`src/rtl/clap_laser_ctrl_pkg.sv`:
```
// rtl/clap_laser_ctrl_pkg.sv - shared encodings and helpers for the clap laser controller
//
// Purpose : laser mode encodings, controller FSM state encoding and small
//           helper functions shared by the controller files.
// Ports   : none (package)
package clap_laser_ctrl_pkg;

  localparam logic [1:0] MODE_OFF   = 2'b00;
  localparam logic [1:0] MODE_ON    = 2'b01;
  localparam logic [1:0] MODE_BLINK = 2'b10;

  typedef enum logic [1:0] {
    ST_IDLE    = 2'd0,
    ST_LOCKOUT = 2'd1,
    ST_LISTEN  = 2'd2,
    ST_DECIDE  = 2'd3
  } state_e;

  // Number of claps in a window -> commanded mode.
  function automatic logic [1:0] clap_to_mode(input logic [1:0] count);
    logic [1:0] m;
    case (count)
      2'd1:    m = MODE_ON;
      2'd2:    m = MODE_OFF;
      2'd3:    m = MODE_BLINK;
      default: m = MODE_OFF;
    endcase
    return m;
  endfunction

  // Clap count increment, saturating at 3.
  function automatic logic [1:0] clap_inc_sat(input logic [1:0] count);
    return (count == 2'd3) ? 2'd3 : count + 2'd1;
  endfunction

endpackage

```
`src/rtl/clap_edge_sync.sv`:
```
// rtl/clap_edge_sync.sv - 2-FF synchroniser with registered rising-edge pulse
//
// Purpose : brings an asynchronous sensor level into the clk domain and
//           emits a one-cycle pulse on each synchronised rising edge.
//           The pulse is visible after the third clk edge following din rising.
// Ports   : clk   - system clock
//           rst_n - asynchronous active-low reset
//           din   - asynchronous input level
//           rise  - one-cycle pulse on rising edge of din
module clap_edge_sync (
  input  logic clk,
  input  logic rst_n,
  input  logic din,
  output logic rise
);

  logic r_meta;
  logic r_sync;
  logic r_prev;
  logic r_rise;

  always_ff @(posedge clk or negedge rst_n) begin
    if (!rst_n) begin
      r_meta <= 1'b0;
      r_sync <= 1'b0;
      r_prev <= 1'b0;
      r_rise <= 1'b0;
    end else begin
      r_meta <= din;
      r_sync <= r_meta;
      r_prev <= r_sync;
      r_rise <= r_sync & ~r_prev;
    end
  end

  assign rise = r_rise;

endmodule

```
`src/rtl/clap_laser_ctrl.sv`:
```
// rtl/clap_laser_ctrl.sv - clap-driven laser mode controller
//
// Purpose : counts claps inside a decision window (with a lockout after each
//           accepted clap) and at window close applies ON / OFF / BLINK.
// Ports   : clk        - system clock
//           rst_n      - asynchronous active-low reset
//           aplauso    - raw clap comparator output, asynchronous to clk
//           enable     - 1 = active; 0 = abort sequence and force laser off
//           laser      - laser driver output
//           mode       - current mode (00 OFF, 01 ON, 10 BLINK)
//           clap_count - claps counted in the current window, saturating at 3
//           cmd_valid  - one-cycle pulse when a command is applied
module clap_laser_ctrl
  import clap_laser_ctrl_pkg::*;
#(
  parameter int LOCKOUT_CYC    = 5_000_000,
  parameter int WINDOW_CYC     = 100_000_000,
  parameter int BLINK_HALF_CYC = 12_500_000,
  parameter int CNT_W          = 27
) (
  input  logic       clk,
  input  logic       rst_n,
  input  logic       aplauso,
  input  logic       enable,
  output logic       laser,
  output logic [1:0] mode,
  output logic [1:0] clap_count,
  output logic       cmd_valid
);

  localparam logic [CNT_W-1:0] LOCK_LAST  = CNT_W'(LOCKOUT_CYC - 1);
  localparam logic [CNT_W-1:0] WIN_LAST   = CNT_W'(WINDOW_CYC - 1);
  localparam logic [CNT_W-1:0] BLINK_LAST = CNT_W'(BLINK_HALF_CYC - 1);
  localparam logic [CNT_W-1:0] CNT_ONE    = CNT_W'(1);

  logic             w_rise;

  state_e           r_state;
  state_e           w_state_nxt;
  logic [CNT_W-1:0] r_lock_cnt;
  logic [CNT_W-1:0] w_lock_nxt;
  logic [CNT_W-1:0] r_win_cnt;
  logic [CNT_W-1:0] w_win_nxt;
  logic [CNT_W-1:0] r_blink_cnt;
  logic [CNT_W-1:0] w_blink_nxt;
  logic [1:0]       r_clap_cnt;
  logic [1:0]       w_clap_nxt;
  logic [1:0]       r_mode;
  logic [1:0]       w_mode_nxt;
  logic             r_blink_ph;
  logic             w_blink_ph_nxt;
  logic             w_win_last;

  clap_edge_sync u_sync (
    .clk   (clk),
    .rst_n (rst_n),
    .din   (aplauso),
    .rise  (w_rise)
  );

  assign w_win_last = (r_win_cnt == WIN_LAST);

  always_ff @(posedge clk or negedge rst_n) begin
    if (!rst_n) begin
      r_state     <= ST_IDLE;
      r_lock_cnt  <= '0;
      r_win_cnt   <= '0;
      r_blink_cnt <= '0;
      r_clap_cnt  <= 2'd0;
      r_mode      <= MODE_OFF;
      r_blink_ph  <= 1'b1;
    end else begin
      r_state     <= w_state_nxt;
      r_lock_cnt  <= w_lock_nxt;
      r_win_cnt   <= w_win_nxt;
      r_blink_cnt <= w_blink_nxt;
      r_clap_cnt  <= w_clap_nxt;
      r_mode      <= w_mode_nxt;
      r_blink_ph  <= w_blink_ph_nxt;
    end
  end

  always_comb begin
    w_state_nxt    = r_state;
    w_lock_nxt     = r_lock_cnt;
    w_win_nxt      = r_win_cnt;
    w_clap_nxt     = r_clap_cnt;
    w_mode_nxt     = r_mode;
    w_blink_nxt    = '0;
    w_blink_ph_nxt = 1'b1;

    // Blink waveform; the phase sits at 1 outside BLINK so entering BLINK
    // always starts with the laser on.
    if (r_mode == MODE_BLINK) begin
      w_blink_ph_nxt = r_blink_ph;
      if (r_blink_cnt == BLINK_LAST) begin
        w_blink_nxt    = '0;
        w_blink_ph_nxt = ~r_blink_ph;
      end else begin
        w_blink_nxt = r_blink_cnt + CNT_ONE;
      end
    end

    case (r_state)
      ST_IDLE: begin
        if (w_rise) begin
          w_clap_nxt  = 2'd1;
          w_win_nxt   = '0;
          w_lock_nxt  = '0;
          w_state_nxt = ST_LOCKOUT;
        end
      end
      ST_LOCKOUT, ST_LISTEN: begin
        // Window expiry wins over anything else this cycle, including an edge.
        if (w_win_last) begin
          w_state_nxt    = ST_DECIDE;
          w_mode_nxt     = clap_to_mode(r_clap_cnt);
          w_blink_nxt    = '0;
          w_blink_ph_nxt = 1'b1;
        end else begin
          w_win_nxt = r_win_cnt + CNT_ONE;
          if (r_state == ST_LOCKOUT) begin
            if (r_lock_cnt == LOCK_LAST) begin
              w_lock_nxt  = '0;
              w_state_nxt = ST_LISTEN;
            end else begin
              w_lock_nxt = r_lock_cnt + CNT_ONE;
            end
          end else if (w_rise) begin
            w_clap_nxt  = clap_inc_sat(r_clap_cnt);
            w_lock_nxt  = '0;
            w_state_nxt = ST_LOCKOUT;
          end
        end
      end
      ST_DECIDE: begin
        w_clap_nxt  = 2'd0;
        w_win_nxt   = '0;
        w_lock_nxt  = '0;
        w_state_nxt = ST_IDLE;
      end
      default: begin
        w_state_nxt = ST_IDLE;
      end
    endcase

    // Disable aborts the sequence but keeps the mode; blink restarts at 1.
    if (!enable) begin
      w_state_nxt    = ST_IDLE;
      w_clap_nxt     = 2'd0;
      w_win_nxt      = '0;
      w_lock_nxt     = '0;
      w_blink_nxt    = '0;
      w_blink_ph_nxt = 1'b1;
    end
  end

  // Mode is applied on entry to DECIDE, so cmd_valid coincides with the new mode.
  assign cmd_valid  = (r_state == ST_DECIDE);
  assign mode       = r_mode;
  assign clap_count = enable ? r_clap_cnt : 2'd0;
  assign laser      = enable & ((r_mode == MODE_ON) |
                                ((r_mode == MODE_BLINK) & r_blink_ph));

endmodule

```
`config.mk`:
```
export PLATFORM = sky130hd
export DESIGN_NAME = clap_laser_ctrl
export DESIGN_NICKNAME = d
export VERILOG_FILES = /design/src/rtl/clap_laser_ctrl_pkg.sv /design/src/rtl/clap_edge_sync.sv /design/src/rtl/clap_laser_ctrl.sv
export SDC_FILE = /design/constraint.sdc
export NUM_CORES = 1
export LEC_CHECK = 0
export CAP_MARGIN = 10
export CORE_MARGIN = 10
export CORE_UTILIZATION = 60
export DETAILED_ROUTE_END_ITERATION = 12
export DONT_BUFFER_PORTS = 1
export PLACE_DENSITY_LB_ADDON = 0.2
export SYNTH_ARGS = -nofsm -noshare
export SYNTH_HDL_FRONTEND = slang
export SYNTH_HIERARCHICAL = 1
export SYNTH_SLANG_ARGS = --single-unit
```
`constraint.sdc`:
```
create_clock -name clk -period 4.1 [get_ports clk]
set_clock_uncertainty 0.15 [all_clocks]
set_input_delay 0.82 -clock clk [delete_from_list [all_inputs] [get_ports clk]]
set_output_delay 0.82 -clock clk [all_outputs]
set_load 0.02 [all_outputs]
```
# == Word level (Yosys, flattened, before mapping) ==
# Index checks and enable logic that the tools add are counted.
# totals
latch_bits,0
ram_bits,0
regBits,92
output_inout_bits,6
wordCells,76
mem_bits_ro,0
in_bits,4
mem_count,0
# op_classes
bitwise,6
n_addsub,4
order_cmp,0
div,0
n_eq_ne,15
muxes,35
mul,0
reduce_logical,5
n_shift,0
# op_table
op,count
27-bit two-way mux,13
27-bit case mux with 3 select lines,2
"27-bit by 1-bit adder with 27-bit output, second input constant",3
"27-bit by 23-bit == test with 1-bit output, second input constant",1
"27-bit by 24-bit == test with 1-bit output, second input constant",1
"27-bit == test, second input constant",1
2-bit two-way mux,12
2-bit case mux with 3 select lines,2
"2-bit == test, second input constant",4
"2-bit by 1-bit == test with 1-bit output, second input constant",3
"3-bit by 2-bit != test with 1-bit output, second input constant",2
"3-bit != test, second input constant",2
1-bit two-way mux,5
"5-bit != test, second input constant",1
2-bit case mux with 2 select lines,1
2-bit AND reduction,2
4-bit AND reduction,1
1-bit bitwise AND,3
"2-bit by 1-bit adder with 2-bit output, second input constant",1
2-bit zero test,1
1-bit NOT,2
2-bit OR reduction,1
1-bit bitwise OR,1

# == Depth between registers and ports, before layout ==
# logic_depth
ltp_word,7
mapped_depth,10
mapped_depth_nobuf,8

# == Cells and area by module ==
# The synthesis kept the hierarchy.
# by_module_without_submodules
module,area_each_um2,n_inst,seq_area_each_um2,cells_each
clap_laser_ctrl,5098.6,1,2203.4,577
clap_edge_sync,113.9,1,100.1,5

# == Worst setup path before layout ==
# OpenSTA, ideal clock, no wires.
# synth_path
path_kind,input to output
startpoint,in enable
endpoint,out laser
n_path_buf,1
t_arrival_ps,1417
stages,3
slack_ps,1713
required_time_ps,3130
cell_sequence,buf_2 > inv_1 > nor2_1
# synth_via
elab_chain_cells,1
# synth_lines
element,line_no,rtl
"start, declared",clap_laser_ctrl.sv:24,"input logic enable,"
1-bit bitwise AND,clap_laser_ctrl.sv:162,assign laser = enable & ((r_mode == MODE_ON) |
"end, declared",clap_laser_ctrl.sv:25,"output logic laser,"
# No other way between the ends.

# == Worst setup path in the final report ==
# layout_path
startpoint,reg r_state[0]
endpoint,reg r_win_cnt[2]
# layout_via
elab_chain_cells,4
elab_cells_between_ends,10
classes_between,eq/ne (5); mux (2); reduce/logical (3)
# layout_lines
element,line_no,rtl
"start, declared",clap_laser_ctrl.sv:38,state_e r_state;
"start signal, assigned",clap_laser_ctrl.sv:73,r_state <= w_state_nxt;
2-bit by 1-bit == test with 1-bit output or 2-bit == test (tied branches),clap_laser_ctrl.sv:104,case (r_state)
2-bit OR reduction,clap_laser_ctrl.sv:104,
27-bit case mux with 3 select lines or 3-bit != test (tied branches),-,
27-bit two-way mux or 2-bit AND reduction (tied branches),-,
"end signal, assigned",clap_laser_ctrl.sv:75,r_win_cnt <= w_win_nxt;
"end, declared",clap_laser_ctrl.sv:42,logic [CNT_W-1:0] r_win_cnt;
# Parallel ways exist; a longest one is shown, timed or not.
# A chain may end at the register's enable or synchronous reset.

==> qor.yml <==
cpPeakStageDelay_ps: 450
fillers: 667
cp_top_family: "simple AND/OR/NAND/NOR gates"
drive_gt1_share_pct: 6.55
syn-num-nets: 593
overflow: 0
port-buffer-count: 0
min_path_type: "primary input to async pin"
worst-endpoint-required_ps: 4220
grt_use_total_pct: 18.6
syn_avg_cell_area_sq_um: 8.96
die_area_sq_um: 12800
finalWirelength_microns: 11700
end_kind: "flip-flop"
busiest_layer: "met2"
final_common_cell: "dfrtp_1"
path_buf_inv: 2
ys_seq_area_share_pct: 44.2
power_density_nw_per_um2: 322
pre_cts_ws_ps: 1390
tns_ps: 0
timing.final.ws_setup_ps: 1350
path_clk_slew_ps: 90
cts_setup_buffers: 0
layout_common_cells: "91 x dfrtp_1, 69 x nor2_1, 64 x nand2_1"
use_met3_pct: 3.54
netlist_instances: 582
vias: 4432
start_kind: "flip-flop"
dpl.hpwl_microns: 8090
max_freq_ghz: 0.364
maxCapViolations: 0
grt_max_degree: 92
rsz0062_at_grt: "false"
setup_viol: 0
antenna_found_initial: 0
grt_util_met1_pct: 23.9
routabilityCongestion: 0.897
syn_area_sq_um: 5210
ios: 10
ys.flop_type: "dfrtp_1"
synth_edf_count: 0
grt_pass1_wl_microns: 20200
tritoncts: "built"
antenna_left: 0
worst_pin_slew_ps: 1010
start_util_pct: 62.5
core_area_sq_um: 8340
cp_slowest_cell: "ha_1"
gr-usage-met2_pct: 29.9
synthToLayoutAreaGrowth_pct: 5.78
grt_pass1_vias: 4277
drt-initial-drc-count: 302
h-tree-depth: 3
period_share_pct: 67.0
clk_latency_ps: 360
synth_cell_types: 71
antenna_cells: 0
final_max_slew_viol_count: 0
cp.arrival_ps: 2870
clockBufferDepth: 2
cts_root_buffer: "clkbuf_8"
rows: 33
numCtsBuffers: 9
status: "finished clean"
yosysWarnings: 6
criticalPathCategory: "flip-flop to flip-flop"
drc_errors: 0
synthArstFlopShare_pct: 100
fp.dieW_microns: 113
nets: 586
cp_max_fo: 12
holdBufCountCts: 1
max-slew-margin-rel_pct: 32.2
avgRoutedWirePerCell_microns: 17.1
cts_sinks: 92
peakVddDrop_mv: 0.263
leakagePower_nw: 2.27
cts_resized: 0
yosys_register_bits: 92
path_cells: "inv_1 -> ha_1 -> inv_1 -> nor2_1 -> nand2_1 -> nor2_1 -> nand2_1 -> o21ai_0"
die_y_microns: 113
hold_viol: 0
detail_route.first_pass.iterations: 7
period_needed_ps: 2750
avgViaCountPerCell: 6.47
cells by family (layout without fill, tap and decap cells):
kind of cell    after synthesis  count (layout)  synth area share [%]
fa+ha+maj                     7               7                  1.68
compound gates              133             133                  15.7
flops                        92              92                  44.2
mux                           2               2                 0.408
simple gates                276             276                  28.9
buf+inv                      38              36                  3.36
xor+xnor                     34              34                  5.71
Yosys cell counts, drive strengths merged, types with 3 or more instances:
cell type | n | area share [%]
o31ai | 8 | 1.2
o41ai | 3 | 0.50
xor2 | 20 | 3.4
nor4b | 5 | 0.84
a41oi | 3 | 0.50
nand4 | 20 | 3.0
dfrtp | 91 | 44
a21oi | 26 | 2.7
nor4 | 8 | 1.5
nor3 | 6 | 0.67
or3 | 6 | 0.72
nor2 | 70 | 5.2
buf | 12 | 1.5
a31oi | 25 | 3.0
o21ai | 48 | 4.7
nand3 | 40 | 3.9
inv | 17 | 1.2
or4 | 7 | 1.1
and2 | 5 | 0.60
a21o | 3 | 0.43
and3 | 17 | 2.1
ha | 7 | 1.7
nand2 | 66 | 5.0
clkbuf | 9 | 0.67
nor2b | 4 | 0.62
nand2b | 8 | 0.96
xnor2 | 14 | 2.4
metrics by stage:
stage	util [%]	power [mW]	hold slack, ps	cell area (sq um)	std cells
after floorplan	-	1.02	181	5210	582
after global placement	62.9	1.04	186	5250	668
after detailed placement	62.9	1.04	187	5250	668
after CTS	66.1	1.79	136	5510	685
after global routing	66.1	1.85	126	5510	685
final	66.1	1.78	151	5510	685
sequential cells by signal (all words and copies together) (netlist names), 2 cells and up:
register	cells
mode	2
r_blink_cnt	27
r_clap_cnt	2
r_lock_cnt	27
r_state	2
r_win_cnt	27
where the power goes:
part           internal, mW  switching, mW
clock                 0.409          0.324
sequential            0.915        0.00989
combinational        0.0333         0.0868
cell type report:
cell class	count	area [sq um]	area share, %
Inverter	17	63.8	1.16
Multi-Input combinational cell	452	2730	49.6
Sequential cell	92	2300	41.8
Tap cell	105	131	2.38
Clock buffer	11	131	2.38
Clock inverter	5	108	1.95
Timing Repair Buffer	3	42.5	0.771
per-layer routing:
layer | vias to the layer above | routed length, microns
met5 | - | 0
met4 | 0 | 278
met3 | 24 | 692
met2 | 178 | 5730
met1 | 2126 | 5020
li1 | 2104 | -
path summary, 6_finish.rpt:
path                             endpoint  slack, ps           from  cells after the start
hold reg to reg             u_sync/r_sync        200  u_sync/r_meta                      0
hold / removal                 r_blink_ph        150          rst_n                      0
setup reg to reg             r_win_cnt[2]       1350     r_state[0]                      8
min in group clk            u_sync/r_sync        200  u_sync/r_meta                      0
max in group asynchronous  r_lock_cnt[10]       3200          rst_n                      1
setup / recovery             r_win_cnt[2]       1350     r_state[0]                      8
Note: power is estimated with default switching activity, not from simulation.
